`config.mk`:
```
export PLATFORM = sky130hd
export DESIGN_NAME = mem_bus_ctrl
export DESIGN_NICKNAME = d
export VERILOG_FILES = /design/src/rtl/mem_bus_ctrl_pkg.sv /design/src/rtl/mem_bus_timer.sv /design/src/rtl/mem_bus_ctrl.sv
export SDC_FILE = /design/constraint.sdc
export NUM_CORES = 1
export LEC_CHECK = 0
export ABC_AREA = 1
export CELL_PAD_IN_SITES_DETAIL_PLACEMENT = 1
export CELL_PAD_IN_SITES_GLOBAL_PLACEMENT = 2
export CORE_MARGIN = 5
export CORE_UTILIZATION = 24
export CTS_CLUSTER_SIZE = 40
export DETAILED_ROUTE_END_ITERATION = 7
export HOLD_SLACK_MARGIN = 0.06
export PLACE_DENSITY_LB_ADDON = 0.1
export SLEW_MARGIN = 10
export SYNTH_ARGS = -nofsm -noshare
export SYNTH_HDL_FRONTEND = slang
export SYNTH_SLANG_ARGS = --single-unit
```
`constraint.sdc`:
```
create_clock -name CLK -period 2.08 [get_ports CLK]
set_clock_uncertainty 0.1 [all_clocks]
set_input_delay 0.416 -clock CLK [delete_from_list [all_inputs] [get_ports CLK]]
set_output_delay 0.416 -clock CLK [all_outputs]
set_load 0.02 [all_outputs]
```
`src/rtl/mem_bus_ctrl_pkg.sv`:
```
// Shared definitions for the memory bus controller: bus widths and FSM state encoding.
package mem_bus_ctrl_pkg;

    // Highest bit index of the processor data and word-address buses.
    localparam int DATA_INDEX_LIMIT    = 31;
    localparam int ADDRESS_INDEX_LIMIT = 25;

    // Controller states; the encodings match the existing project definitions.
    typedef enum logic [1:0] {
        MBC_IDLE   = 2'b00,
        MBC_ACCESS = 2'b01,
        MBC_DONE   = 2'b10
    } mbc_state_e;

    // A read and a write rising on the same clock cannot be serviced as one access.
    function automatic logic is_illegal_req(input logic rd_edge, input logic wr_edge);
        return rd_edge & wr_edge;
    endfunction

endpackage

```
`src/rtl/mem_bus_timer.sv`:
```
// Wait-state counter for one memory access: cleared at acceptance, counts
// ACCESS cycles without an acknowledge, flags the last permitted cycle.
module mem_bus_timer #(
    parameter int TIMEOUT = 16
) (
    input  logic CLK,
    input  logic RST,
    input  logic clear,
    input  logic enable,
    output logic expire
);

    localparam int CNT_W = $clog2(TIMEOUT + 1);

    logic [CNT_W-1:0] count_reg;

    // Count wait cycles; the counter saturates instead of wrapping.
    always_ff @(posedge CLK or negedge RST) begin
        if (!RST) begin
            count_reg <= '0;
        end else if (clear) begin
            count_reg <= '0;
        end else if (enable && (count_reg != {CNT_W{1'b1}})) begin
            count_reg <= count_reg + CNT_W'(1);
        end
    end

    // The access is aborted on the edge where TIMEOUT-1 wait cycles have already elapsed.
    always_comb begin
        expire = (count_reg == CNT_W'(TIMEOUT - 1));
    end

endmodule

```
`src/rtl/mem_bus_ctrl.sv`:
```
// Memory bus controller: converts level READ/WRITE requests from the control
// unit into a single strobed memory access each, with a wait-state timeout.
module mem_bus_ctrl
    import mem_bus_ctrl_pkg::*;
#(
    parameter int DATA_W  = DATA_INDEX_LIMIT + 1,
    parameter int ADDR_W  = ADDRESS_INDEX_LIMIT + 1,
    parameter int TIMEOUT = 16
) (
    input  logic              CLK,
    input  logic              RST,
    input  logic              REQ_READ,
    input  logic              REQ_WRITE,
    input  logic [ADDR_W-1:0] REQ_ADDR,
    input  logic [DATA_W-1:0] REQ_WDATA,
    output logic [DATA_W-1:0] RDATA,
    output logic              BUSY,
    output logic              DONE,
    output logic              ERR,
    output logic [ADDR_W-1:0] MEM_ADDR,
    output logic [DATA_W-1:0] MEM_WDATA,
    output logic              MEM_READ,
    output logic              MEM_WRITE,
    input  logic [DATA_W-1:0] MEM_RDATA,
    input  logic              MEM_ACK
);

    mbc_state_e        state_reg,     state_next;
    logic              prev_rd_reg,   prev_wr_reg;
    logic [DATA_W-1:0] rdata_reg,     rdata_next;
    logic [ADDR_W-1:0] mem_addr_reg,  mem_addr_next;
    logic [DATA_W-1:0] mem_wdata_reg, mem_wdata_next;
    logic              mem_read_reg,  mem_read_next;
    logic              mem_write_reg, mem_write_next;
    logic              busy_reg,      busy_next;
    logic              done_reg,      done_next;
    logic              err_reg,       err_next;

    logic              rd_edge, wr_edge;
    logic              tmr_clear, tmr_enable, tmr_expire;

    mem_bus_timer #(
        .TIMEOUT (TIMEOUT)
    ) u_timer (
        .CLK    (CLK),
        .RST    (RST),
        .clear  (tmr_clear),
        .enable (tmr_enable),
        .expire (tmr_expire)
    );

    // Rising-edge detection; history cleared by reset so a request already
    // high when reset releases is seen as new.
    always_comb begin
        rd_edge = REQ_READ  & ~prev_rd_reg;
        wr_edge = REQ_WRITE & ~prev_wr_reg;
    end

    // Request history is tracked every cycle regardless of state, so a level
    // held through an access never re-triggers.
    always_ff @(posedge CLK or negedge RST) begin
        if (!RST) begin
            prev_rd_reg <= 1'b0;
            prev_wr_reg <= 1'b0;
        end else begin
            prev_rd_reg <= REQ_READ;
            prev_wr_reg <= REQ_WRITE;
        end
    end

    // Next-state and next-output logic; every output is registered from these values.
    always_comb begin
        state_next     = state_reg;
        rdata_next     = rdata_reg;
        mem_addr_next  = mem_addr_reg;
        mem_wdata_next = mem_wdata_reg;
        mem_read_next  = mem_read_reg;
        mem_write_next = mem_write_reg;
        done_next      = 1'b0;
        err_next       = 1'b0;
        tmr_clear      = 1'b0;
        tmr_enable     = 1'b0;

        unique case (state_reg)
            MBC_IDLE: begin
                if (is_illegal_req(rd_edge, wr_edge)) begin
                    state_next = MBC_DONE;
                    done_next  = 1'b1;
                    err_next   = 1'b1;
                end else if (rd_edge) begin
                    state_next    = MBC_ACCESS;
                    mem_addr_next = REQ_ADDR;
                    mem_read_next = 1'b1;
                    tmr_clear     = 1'b1;
                end else if (wr_edge) begin
                    state_next     = MBC_ACCESS;
                    mem_addr_next  = REQ_ADDR;
                    mem_wdata_next = REQ_WDATA;
                    mem_write_next = 1'b1;
                    tmr_clear      = 1'b1;
                end
            end
            MBC_ACCESS: begin
                // An acknowledge on the final permitted cycle still counts as success.
                if (MEM_ACK) begin
                    if (mem_read_reg) begin
                        rdata_next = MEM_RDATA;
                    end
                    mem_read_next  = 1'b0;
                    mem_write_next = 1'b0;
                    done_next      = 1'b1;
                    state_next     = MBC_DONE;
                end else if (tmr_expire) begin
                    mem_read_next  = 1'b0;
                    mem_write_next = 1'b0;
                    done_next      = 1'b1;
                    err_next       = 1'b1;
                    state_next     = MBC_DONE;
                end else begin
                    tmr_enable = 1'b1;
                end
            end
            MBC_DONE: begin
                state_next = MBC_IDLE;
            end
            default: begin
                state_next     = MBC_IDLE;
                mem_read_next  = 1'b0;
                mem_write_next = 1'b0;
            end
        endcase

        busy_next = (state_next != MBC_IDLE);
    end

    // State and output registers; reset abandons any access without a DONE pulse.
    always_ff @(posedge CLK or negedge RST) begin
        if (!RST) begin
            state_reg     <= MBC_IDLE;
            rdata_reg     <= '0;
            mem_addr_reg  <= '0;
            mem_wdata_reg <= '0;
            mem_read_reg  <= 1'b0;
            mem_write_reg <= 1'b0;
            busy_reg      <= 1'b0;
            done_reg      <= 1'b0;
            err_reg       <= 1'b0;
        end else begin
            state_reg     <= state_next;
            rdata_reg     <= rdata_next;
            mem_addr_reg  <= mem_addr_next;
            mem_wdata_reg <= mem_wdata_next;
            mem_read_reg  <= mem_read_next;
            mem_write_reg <= mem_write_next;
            busy_reg      <= busy_next;
            done_reg      <= done_next;
            err_reg       <= err_next;
        end
    end

    // Drive ports straight from their registers.
    always_comb begin
        RDATA     = rdata_reg;
        BUSY      = busy_reg;
        DONE      = done_reg;
        ERR       = err_reg;
        MEM_ADDR  = mem_addr_reg;
        MEM_WDATA = mem_wdata_reg;
        MEM_READ  = mem_read_reg;
        MEM_WRITE = mem_write_reg;
    end

endmodule

```
# Yosys cells after proc, flatten, opt, wreduce, memory -nomap -nowiden
# Cells that the tools add are included.
totals:
  regBits: 104
  n_memories: 0
  romBits: 0
  out_inout_bits: 95
  ram_bits: 0
  latch_bits: 0
classes:
  eq_ne: 9
  n_shift: 0
  muxes: 32
  order_cmp: 0
  addsub: 1
  bitwise_logic: 8
  n_mul: 0
  n_div: 0
  n_reduce_logical: 10
op_table:
  columns: ["cell", "count"]
  rows:
  - ["$mux W26", 2]
  - ["$mux W1", 18]
  - ["$mux W2", 5]
  - ["$mux W5", 2]
  - ["$ne A2 B2 Y1 const B", 4]
  - ["$reduce_and A4 Y1", 2]
  - ["$pmux W1 S3", 2]
  - ["$reduce_and A3 Y1", 2]
  - ["$reduce_bool A2 Y1", 3]
  - ["$add A5 B1 Y5 const B", 1]
  - ["$eq A5 B4 Y1 const B", 1]
  - ["$ne A5 B5 Y1 const B", 1]
  - ["$not A1 Y1", 5]
  - ["$reduce_and A5 Y1", 1]
  - ["$pmux W1 S2", 2]
  - ["$pmux W2 S2", 1]
  - ["$and A1 B1 Y1", 3]
  - ["$ne A3 B3 Y1 const B", 1]
  - ["$eq A2 B1 Y1 const B", 1]
  - ["$eq A2 B2 Y1 const B", 1]
  - ["$logic_not A2 Y1", 1]
  - ["$logic_and A1 B1 Y1", 1]

# Depth between registers and ports, before layout
logic_depth:
  word_depth: 7
  mapped_depth: 10
  ltp_nobuf: 10

# Modules after synthesis
# Synthesis repeated with hierarchy kept, for this count alone.
hier_totals:
  cells_unflattened: 467
  area_unflattened_um2: 4336.7
by_module_without_submodules:
  columns: ["mod", "instances", "seq_area_each_um2", "cells_per_inst", "area_per_inst_um2"]
  rows:
  - ["mem_bus_ctrl", 1, 2477.4, 430, 4056.4]
  - ["mem_bus_timer", 1, 125.1, 37, 280.3]

# Worst setup path before layout
# OpenSTA, ideal clock, no wires.
synth_path:
  path_type: "input to register"
  startpoint: "in REQ_WRITE"
  endpoint: "reg u_timer.count_reg[3]"
  required_time_ps: 1863
  stages: 8
  setup_slack_ps: 446
  path_buffers: 2
  arrival_time_ps: 1417
  cell_sequence: "nand2_1 -> inv_1 -> ha_1 -> buf_2 -> nand2_1 -> buf_2 -> nand3_1 -> nand2_1"
synth_between:
  elab_chain_cells: 6
synth_rtl:
  columns: ["item", "line", "text"]
  rows:
  - ["from (decl)", "mem_bus_ctrl.sv:13", "input logic REQ_WRITE,"]
  - ["$and A1 B1 Y1 (*)", "mem_bus_ctrl.sv:56", "wr_edge = REQ_WRITE & ~prev_wr_reg;"]
  - ["$mux W1", "mem_bus_ctrl.sv:95", "end else if (wr_edge) begin"]
  - ["$mux W1", "mem_bus_ctrl.sv:90", "end else if (rd_edge) begin"]
  - ["$mux W1 (*)", "mem_bus_ctrl.sv:86", "if (is_illegal_req(rd_edge, wr_edge)) begin"]
  - ["$mux W1 (*)", "mem_bus_ctrl.sv:84", "unique case (state_reg)"]
  - ["$mux W5 or $reduce_bool A2 Y1 (tied branches)", null, null]
  - ["to (signal assigned)", "mem_bus_timer.sv:24", "count_reg <= count_reg + CNT_W'(1);"]
  - ["to (decl)", "mem_bus_timer.sv:15", "logic [CNT_W-1:0] count_reg;"]
# Every way passes the cells marked *; elsewhere a longest branch is shown, timed or not.
# A chain may end at the register's enable or synchronous reset.

# Final worst setup path
layout_path:
  startpoint: "reg mem_read_reg, in the netlist MEM_READ"
  endpoint: "out MEM_READ"
layout_lines:
  columns: ["item", "line", "text"]
  rows:
  - ["from (decl)", "mem_bus_ctrl.sv:33", "logic mem_read_reg, mem_read_next;"]
  - ["from (signal assigned)", "mem_bus_ctrl.sv:153", "mem_read_reg <= mem_read_next;"]
  - ["to (decl)", "mem_bus_ctrl.sv:22", "output logic MEM_READ,"]
# No word-level cell between the ends.

==> results_dict.tcl <==
set metrics [dict create \
    die_w_um 144 \
    worstPathMaxFanout 3 \
    setup_viol 0 \
    ff2ff_setup_slack_ps 280 \
    detail_route.wl_per_cell_um 15.0 \
    design_area_um2 6790 \
    place_ws_ps 6.53 \
    setup_ws_ps 125 \
    slew_viol_final 0 \
    insertedDiodeCount 0 \
    power_mw 9.33 \
    io_pins 190 \
    status "finished, final reports clean" \
    endpoint_kind "output port" \
    die_area_um2 20800 \
    cts.repair.resized 0 \
    cts_max_level 3 \
    clock-sinks 104 \
    seqPwrFrac 0.357 \
    cts_buffers 9 \
    post-place-cells 871 \
    rows 49 \
    first_global_vias 3934 \
    dpl.hpwl_um 9620 \
    ys_ff_latch 104 \
    max_freq_mhz 511 \
    vias 3672 \
    yosys_warnings 0 \
    synth_cells 464 \
    comb_power_share 0.448 \
    p_per_area_nw_per_um2 1370 \
    rsz0062_at_grt "no" \
    finalNonFillerCells 885 \
    avgSynthCellArea_um2 9.34 \
    power_switching_mw 3.42 \
    crit_type "reg -> out" \
    grt_max_degree 105 \
    worstPathRequired_ps 1560 \
    r2r-start "u_timer.count_reg[0]" \
    syn2layout_area_growth_pct 56.7 \
    internal-power_mw 5.91 \
    antenna_found_initial 0 \
    hold_slack_ps 22.7 \
    cts.path.max_buffers 2 \
    worstSetupEndpoint "MEM_READ" \
    drive_gt1_frac 0.0747 \
    maxCapViolCount 0 \
    final_nets 752 \
    cts_setup_buffers 0 \
    cp-startpoint "MEM_READ" \
    fp.dieH_um 144 \
    p_leak_nw 3.31 \
    hp-class "in -> async" \
    r2r_end "u_timer.count_reg[3]" \
    synthesis.area_um2 4330 \
    critPathArrivalTime_ps 1440 \
    pwr-share-clk 0.195 \
    slowest_delay_ps 670 \
    vias_per_cell 4.15 \
    coreArea_um2 17900 \
    min_period_ps 1960 \
    crit_family "buffers and inverters" \
    grt_use_total 0.126 \
    start_kind "flop" \
    tightestPinTransition_ps 593 \
    initial_core_util 0.242 \
    path_cells "clkdlybuf4s50_1" \
    switching_share 0.367 \
    final_core_util 0.379 \
    crit_slowest_cell "clkdlybuf4s50_1" \
    grt_pass1_wl_um 20600 \
    grt-ovfl-total 0 \
    worstRegToRegCells 9 \
    dr.pass1.iters 4 \
    tns_ps 0 \
    period_share 0.940 \
    clock_latency_ps 340 \
    path_clk_slew_ps 70 \
    max_slew_margin 0.605 \
    clockRootBuffer "clkbuf_16" \
    port_buffers 189 \
    vdd_drop_max_uv 554 \
    path_depth 1 \
    gp_congestion 0.710 \
    cp_num_buf_inv 1 \
    dpl_cell_area_um2 6480 \
    cts_tree "done" \
    drc_errors 0 \
    hold_viol 0 \
    ant_nets 0 \
    syn-num-nets 563 \
    wirelength_um 13300 \
    cts_hold_buffers 0 \
    synth.distinct_cells 25 \
    ys_seq_area_frac 0.600 \
    drt_iter0_drc 164 \
    n_fill_cell 2054 \
]
## synthesized netlist by cell type
cell / number / area share
nand3_2: 1 / 0.0023
nand3b_2: 1 / 0.0026
xor2_1: 1 / 0.0020
nand4_1: 1 / 0.0014
inv_1: 74 / 0.064
dfrtp_1: 104 / 0.60
o21ai_2: 17 / 0.034
o31ai_1: 1 / 0.0017
nand2_1: 140 / 0.12
o21ai_1: 38 / 0.044
nor2_1: 4 / 0.0035
o21ai_0: 15 / 0.017
buf_2: 5 / 0.0058
nor2_4: 2 / 0.0052
clkbuf_2: 1 / 0.0012
a31oi_1: 1 / 0.0014
clkbuf_1: 1 / 0.00087
buf_4: 4 / 0.0069
nand3_1: 35 / 0.040
ha_1: 4 / 0.012
nand3_4: 1 / 0.0040
inv_2: 1 / 0.00087
buf_6: 9 / 0.023
o211ai_1: 1 / 0.0017
buf_1: 2 / 0.0017
## final cells by class
class	instances	area (um2)	area share
Multi-Input combinational cell	263	1280	0.188
Sequential cell	104	2600	0.383
Clock buffer	10	239	0.0352
Inverter	75	282	0.0415
Tap cell	229	287	0.0422
Clock inverter	4	70.1	0.0103
Timing Repair Buffer	200	2030	0.300
## logic make-up (layout without fill, tap and decap cells)
logic type / Yosys count / after routing / share of synthesized area
flip-flops: 104 / 104 / 0.600
XOR/XNOR: 1 / 1 / 0.00202
buffers and inverters: 97 / 289 / 0.105
AO/OA/AOI/OAI: 73 / 73 / 0.100
AND/OR/NAND/NOR: 185 / 185 / 0.181
adder cells (fa/ha/maj): 4 / 4 / 0.0115
## power groups by stage
stage	Sequential (mW)	Clock (mW)	Combinational, mW
floorplan	4.33	0	1.01
CTS	3.35	1.91	4.27
global placement	3.35	0	4.21
finish	3.33	1.82	4.18
detailed placement	3.37	0	4.26
global route	3.45	1.97	4.50
## worst min-delay path by stage
| stage | start | cells past startpoint | endpoint | slack, ps |
|---|---|---|---|---|
| after floorplan | RST | 0 | BUSY | 20 |
| after global placement | MEM_ADDR[16] | 2 | MEM_ADDR[16] | 360 |
| after detailed placement | MEM_ADDR[16] | 2 | MEM_ADDR[16] | 370 |
| after CTS | RST | 2 | MEM_WDATA[24] | 60 |
| after global routing | RST | 2 | MEM_WDATA[24] | 90 |
| final | RST | 2 | MEM_WDATA[24] | 20 |
## layer usage
metal,up-vias,track usage,part of all wire
met5,-,0,0
li1,1803,-,-
met4,0,0.0481,0.018
met1,1745,0.170,0.46
met3,14,0.0301,0.061
met2,110,0.195,0.46
## cells in the final DEF (no fill, tap or decap)
master / n
a31oi_1: 1
buf_12: 5
buf_4: 7
bufinv_16: 2
clkbuf_16: 9
clkbuf_8: 1
clkdlybuf4s50_1: 188
clkinv_2: 2
dfrtp_1: 104
ha_1: 4
inv_1: 74
inv_2: 1
nand2_1: 140
nand3_1: 35
nand3_2: 1
nand3_4: 1
nand3b_2: 1
nand4_1: 1
nor2_1: 4
nor2_4: 2
o211ai_1: 1
o21ai_0: 15
o21ai_1: 38
o21ai_2: 17
o31ai_1: 1
xor2_1: 1
Note: power is estimated with default switching activity, not from simulation.
